===== src/rtl/morph_seq_ctrl.sv =====
`timescale 1ns/1ps
// morph_seq_ctrl
//   Frame-synchronous sequencer for the two-stage 3x3 binary morphology chain.
//   Mode requests are held as pending and committed only on a frame start, so
//   a frame is never processed with mixed stage settings. Frame geometry
//   (pixels per line, lines per frame) is checked, and stalled frames are
//   detected with a watchdog.
// Ports
//   clk, rst                 pixel clock, synchronous active-high reset
//   vsync_i                  frame sync; a rising edge starts a frame
//   hsync_i                  line sync (observed only)
//   data_en_i                active-pixel qualifier
//   mode_req, mode_req_vld   mode request (0..4) and its 1-cycle strobe
//   mode_ack                 1-cycle pulse when a pending mode is committed
//   cur_mode                 mode in force for the current frame
//   stage1_sel, stage2_sel   00 bypass, 01 erode, 10 dilate
//   frame_done, frame_err    1-cycle verdict on the frame that just closed
//   busy                     high while a frame is being tracked
module morph_seq_ctrl #(
   parameter int unsigned H_ACT   = 640,
   parameter int unsigned V_ACT   = 480,
   parameter int unsigned TIMEOUT = 2000000
) (
   input  logic       clk,
   input  logic       rst,
   input  logic       vsync_i,
   input  logic       hsync_i,
   input  logic       data_en_i,
   input  logic [2:0] mode_req,
   input  logic       mode_req_vld,
   output logic       mode_ack,
   output logic [2:0] cur_mode,
   output logic [1:0] stage1_sel,
   output logic [1:0] stage2_sel,
   output logic       frame_done,
   output logic       frame_err,
   output logic       busy
);

   localparam int unsigned WDW = $clog2(TIMEOUT + 1);

   typedef enum logic {S_IDLE, S_ACTIVE} state_t;

   state_t         state_q;
   logic           vsync_q, de_q, skip_q, line_bad_q;
   logic           pend_vld_q;
   logic [2:0]     pend_q;
   logic [9:0]     pix_cnt_q, line_cnt_q;
   logic [WDW-1:0] wd_cnt_q;
   logic           mode_ack_q, frame_done_q, frame_err_q, busy_q;
   logic [2:0]     cur_mode_q;
   logic [1:0]     s1_q, s2_q;

   logic           vs_rise, de_fall, req_ok, line_end, end_bad, frame_ok;
   logic [9:0]     lines_closed;
   logic [2:0]     commit_mode;
   logic           unused_hsync;

   assign unused_hsync = hsync_i;

   function automatic logic [3:0] sel_map(input logic [2:0] m);
      case (m)
         3'd1:    sel_map = 4'b01_00;
         3'd2:    sel_map = 4'b10_00;
         3'd3:    sel_map = 4'b01_10;
         3'd4:    sel_map = 4'b10_01;
         default: sel_map = 4'b00_00;
      endcase
   endfunction

   always_comb begin
      vs_rise     = vsync_i & ~vsync_q;
      de_fall     = de_q & ~data_en_i;
      req_ok      = mode_req_vld & (mode_req <= 3'd4);
      // A request arriving together with vs_rise wins over the pending one.
      commit_mode = req_ok ? mode_req : pend_q;
      // Lines truncated by a frame start are skipped until data_en_i drops.
      line_end    = de_fall & ~skip_q;
      end_bad     = line_end & (pix_cnt_q != 10'(H_ACT));
      lines_closed = (line_end && (line_cnt_q != '1)) ? line_cnt_q + 10'd1 : line_cnt_q;
      // Verdict includes a line that ends on the very cycle of vs_rise;
      // a line still active at vs_rise is short by definition.
      frame_ok    = ~line_bad_q & ~end_bad & ~data_en_i & (lines_closed == 10'(V_ACT));
   end

   always_ff @(posedge clk) begin
      if (rst) begin
         state_q      <= S_IDLE;
         vsync_q      <= 1'b0;
         de_q         <= 1'b0;
         skip_q       <= 1'b0;
         line_bad_q   <= 1'b0;
         pend_vld_q   <= 1'b0;
         pend_q       <= '0;
         pix_cnt_q    <= '0;
         line_cnt_q   <= '0;
         wd_cnt_q     <= '0;
         mode_ack_q   <= 1'b0;
         frame_done_q <= 1'b0;
         frame_err_q  <= 1'b0;
         busy_q       <= 1'b0;
         cur_mode_q   <= '0;
         s1_q         <= '0;
         s2_q         <= '0;
      end else begin
         vsync_q      <= vsync_i;
         de_q         <= data_en_i;
         mode_ack_q   <= 1'b0;
         frame_done_q <= 1'b0;
         frame_err_q  <= 1'b0;

         if (vs_rise) begin
            if (req_ok || pend_vld_q) begin
               cur_mode_q     <= commit_mode;
               {s1_q, s2_q}   <= sel_map(commit_mode);
               mode_ack_q     <= 1'b1;
            end
            pend_vld_q <= 1'b0;
         end else if (req_ok) begin
            pend_q     <= mode_req;
            pend_vld_q <= 1'b1;
         end

         if (vs_rise) begin
            pix_cnt_q  <= '0;
            line_cnt_q <= '0;
            line_bad_q <= 1'b0;
            skip_q     <= data_en_i;
         end else if (skip_q) begin
            if (!data_en_i) skip_q <= 1'b0;
         end else if (de_fall) begin
            line_bad_q <= line_bad_q | end_bad;
            line_cnt_q <= lines_closed;
            pix_cnt_q  <= '0;
         end else if (data_en_i && (pix_cnt_q != '1)) begin
            pix_cnt_q <= pix_cnt_q + 10'd1;
         end

         case (state_q)
            S_IDLE: begin
               wd_cnt_q <= '0;
               if (vs_rise) begin
                  state_q <= S_ACTIVE;
                  busy_q  <= 1'b1;
               end
            end
            S_ACTIVE: begin
               if (vs_rise) begin
                  wd_cnt_q     <= '0;
                  frame_done_q <= frame_ok;
                  frame_err_q  <= ~frame_ok;
               end else if (wd_cnt_q == WDW'(TIMEOUT - 1)) begin
                  wd_cnt_q    <= '0;
                  state_q     <= S_IDLE;
                  busy_q      <= 1'b0;
                  frame_err_q <= 1'b1;
               end else begin
                  wd_cnt_q <= wd_cnt_q + 1'b1;
               end
            end
            default: state_q <= S_IDLE;
         endcase
      end
   end

   assign mode_ack   = mode_ack_q;
   assign cur_mode   = cur_mode_q;
   assign stage1_sel = s1_q;
   assign stage2_sel = s2_q;
   assign frame_done = frame_done_q;
   assign frame_err  = frame_err_q;
   assign busy       = busy_q;

endmodule


===== config.mk =====
export PLATFORM = sky130hd
export DESIGN_NAME = morph_seq_ctrl
export DESIGN_NICKNAME = d
export VERILOG_FILES = /design/src/rtl/morph_seq_ctrl.sv
export SDC_FILE = /design/constraint.sdc
export NUM_CORES = 1
export LEC_CHECK = 0
export CAP_MARGIN = 20
export CORE_UTILIZATION = 35
export DETAILED_ROUTE_END_ITERATION = 8
export PLACE_DENSITY = 0.49
export SLEW_MARGIN = 20
export SYNTH_ARGS = -nofsm -noshare
export SYNTH_HDL_FRONTEND = slang
export SYNTH_SLANG_ARGS = --single-unit

===== constraint.sdc =====
create_clock -name clk -period 2.3 [get_ports clk]
set_input_delay 0.46 -clock clk [delete_from_list [all_inputs] [get_ports clk]]
set_output_delay 0.46 -clock clk [all_outputs]
set_load 0.05 [all_outputs]

==> results.py <==
metrics = {
    "final_layout": {
        "design_area_sq_um": 3350,
        "final_cells": 469,
        "area_growth_pct": 19.5,
        "nNetsFinal": 377,
        "n_antenna_cell": 0,
        "drive_gt1_share_pct": 10.4,
    },
    "floorplanning": {
        "dieArea_sq_um": 8370,
        "coreArea_sq_um": 7730,
        "die_y_um": 91.5,
        "die_w_um": 91.5,
        "top_level_ports": 20,
        "start_util_pct": 36.3,
        "row_count": 32,
    },
    "critical_path": {
        "crit_chain": "clkdlybuf4s50_1 -> or3b_1 -> buf_4 -> nor4_4 -> mux2_1 -> o2111ai_1 -> o21a_1",
        "cp_max_fo": 4,
        "r2r_start": "line_cnt_q[0]",
        "worstPathArrival_ns": 2.44,
        "r2r_cells": 6,
        "slowest_delay_ns": 0.45,
        "cp_slowest_cell": "or3b_1",
        "crit_path_start": "data_en_i",
        "end_kind": "flip-flop",
        "rrSetupSlack_ns": 0.23,
        "required_ns": 2.58,
        "path_class": "in -> reg",
        "r2r_end": "frame_err",
        "cp-endpoint": "frame_err",
        "critPathLaunchType": "primary input",
    },
    "yosys": {
        "synth_top_area_cell": "dfxtp_1",
        "synth_top_cell_area_share_pct": 43.6,
        "synth_common_cells": "dfxtp_1 (61), nor2_1 (60), nand2_1 (30)",
        "yosys.cell_count.top_type": "dfxtp_1",
        "yosysWarningCount": 0,
        "synth_edf_count": 0,
        "synthCells": 329,
        "synth.avg_cell_area_sq_um": 8.52,
        "syn-cell-area_sq_um": 2800,
        "ys_ff_latch": 61,
        "synth_ff_type": "dfxtp_1",
        "ys_seq_area_share_pct": 43.6,
        "async_flop_share_pct": 0,
        "synth.distinct_cells": 50,
        "syn_nets": 342,
        "synthTopCellsByArea": "dfxtp_1 (44%), nor2_1 (8.0%), xor2_1 (5.3%)",
    },
    "timing": {
        "fin_skew_ns": 0.00491,
        "timing.final.crit_period_ns": 2.16,
        "holdWs_ns": 0.440,
        "finalMaxSlewViolations": 0,
        "hold_violations": 0,
        "setup_violations": 0,
        "rsz0062_at_grt": "false",
        "fmax_ghz": 0.463,
        "worst_slew_margin_rel_pct": 56.7,
        "worstMarginPinSlew_ns": 0.644,
        "timing.setup.tns_ns": 0,
        "finalCritPeriodShare_pct": 93.9,
    },
    "power_and_ir_drop": {
        "power.density_nw_per_um2": 615,
        "switching_share_pct": 23.6,
        "power.internal_mw": 1.58,
        "seqPwrFrac_pct": 52.7,
        "vdd_drop_max_v": 0.000293,
        "pwr-share-clk_pct": 39.5,
        "power_switching_uw": 486,
        "comb_power_share_pct": 7.8,
        "power_leakage_nw": 1.14,
        "power_mw": 2.06,
    },
    "global_route": {
        "grtUsageTotal_pct": 14.9,
        "grt_pass1_vias": 2161,
        "grt_start_max_net_pins": 22,
        "grt_pass1_wl_um": 9950,
        "grt_overflow": 0,
        "antenna_found_initial": 0,
    },
    "routing": {
        "drtAntennaViolNets": 0,
        "drt-total-wl_um": 5650,
        "drcViolationCount": 0,
        "first_iter_violations": 43,
        "viasPerCell": 4.90,
        "dr.pass1.iters": 4,
        "vias": 2296,
        "wl_per_cell_um": 12.0,
    },
    "placement": {
        "dpl.hpwl_um": 4010,
        "place.gp.congestion": 0.861,
        "place_area_sq_um": 3180,
        "placed_cells": 455,
        "io_buffers": 18,
    },
    "clock_tree": {
        "cts_resized": 0,
        "cts.sinks": 61,
        "cts_buffer_depth": 2,
        "clk_pin_slew_ns": 0.06,
        "postCtsSetupBuffers": 0,
        "cts_hold_repair.buffers": 0,
        "root_buffer": "clkbuf_8",
        "ctsHtreeMaxLevel": 3,
        "clk-insertion-delay-late_ns": 0.33,
        "cts_buffers": 9,
        "cts_tree": "built",
    },
    "hold_path": {
        "hp-class": "reg -> reg",
        "hold_depth": 1,
    },
    "job": {
        "timing.max_cap.violations": 0,
    },
    "status": {
        "outcome": "completed",
    },
}
-- layout by cell type (no fill, tap or decap), drive strengths merged, types with 3 or more instances in the layout --
cell type | netlist | routed
or3 | 4 | 4
nand2b | 5 | 5
a21oi | 15 | 15
nor4 | 7 | 7
xor2 | 17 | 17
nor2b | 6 | 6
nor3 | 10 | 10
and2 | 5 | 5
clkdlybuf4s50 | 0 | 18
ha | 4 | 4
a31oi | 3 | 3
and3 | 5 | 5
dfxtp | 61 | 61
nand3 | 12 | 12
nor2 | 60 | 60
clkbuf | 7 | 12
nand2 | 30 | 30
nand4 | 10 | 10
buf | 5 | 18
and4 | 5 | 5
xnor2 | 15 | 15
nor3b | 3 | 3
inv | 10 | 10
-- power groups by stage --
stage | Combinational [mW] | Clock [mW] | Sequential [mW]
2_1_floorplan | 0.0793 | 0 | 1.13
3_3_place_gp | 0.161 | 0 | 1.11
3_5_place_dp | 0.161 | 0 | 1.11
4_1_cts | 0.162 | 0.848 | 1.09
5_1_grt | 0.179 | 0.890 | 1.09
6_report | 0.160 | 0.815 | 1.09
-- worst min-delay path by stage --
stage | from | end | slack (ns)
final | wd_cnt_q[0] | wd_cnt_q[0] | 0.44
after global routing | wd_cnt_q[0] | wd_cnt_q[0] | 0.46
after detailed placement | wd_cnt_q[0] | wd_cnt_q[0] | 0.44
after floorplan | wd_cnt_q[0] | wd_cnt_q[0] | 0.41
after global placement | wd_cnt_q[0] | wd_cnt_q[0] | 0.43
after CTS | wd_cnt_q[0] | wd_cnt_q[0] | 0.45
-- per-stage QoR --
step | util, % | setup WS, ns
finish | 43.3 | 0.141
global route | 43.3 | 0.0141
CTS | 43.3 | 0.142
detailed placement | 41.2 | -0.202
global placement | 41.2 | -0.190
floorplan | - | 0.326
-- state kept, by name (all words and copies together) (netlist names) --
signal / cells
frame_err: 1
skip_q: 1
mode_ack: 1
pend_q: 3
pend_vld_q: 1
stage2_sel: 2
cur_mode: 3
busy: 1
wd_cnt_q: 21
state_q: 1
vsync_q: 1
stage1_sel: 2
line_cnt_q: 10
pix_cnt_q: 10
line_bad_q: 1
frame_done: 1
de_q: 1
-- area by class of cell --
type / count / area [sq um]
fill: 787 / 4380
multi-input combinational: 246 / 1480
sequential: 61 / 1220
timing repair buffer: 36 / 315
clock buffer: 12 / 155
tap: 102 / 128
inverter: 10 / 37.5
clock inverter: 2 / 10.0
-- critical path: cells and delay by family --
| family | cells | cell delay [ns] |
|---|---|---|
| and+or+nand+nor | 2 | 0.72 |
| buffers and inverters | 2 | 0.60 |
| muxes | 1 | 0.35 |
| AOI/OAI and AO/OA | 2 | 0.31 |
-- logic make-up (layout without fill, tap and decap cells) --
kind of cell,count (synthesis),count (layout),share of synthesized area [%]
adders and majority gates,4,4,1.79
muxes,3,3,1.12
buffers and inverters,22,60,3.53
xor gates and xnor gates,32,32,10.0
AOI/OAI and AO/OA,37,37,8.71
and+or+nand+nor,170,170,31.3
DFF,61,61,43.6
-- metal layers --
metal	vias to the layer above	track usage (%)	part of all wire, %
met2	26	22.3	44
met5	-	0	0
li1	1206	-	-
met3	10	3.02	3.2
met4	0	8.20	1.9
met1	1054	19.9	51
(Power assumes the default switching activity.)
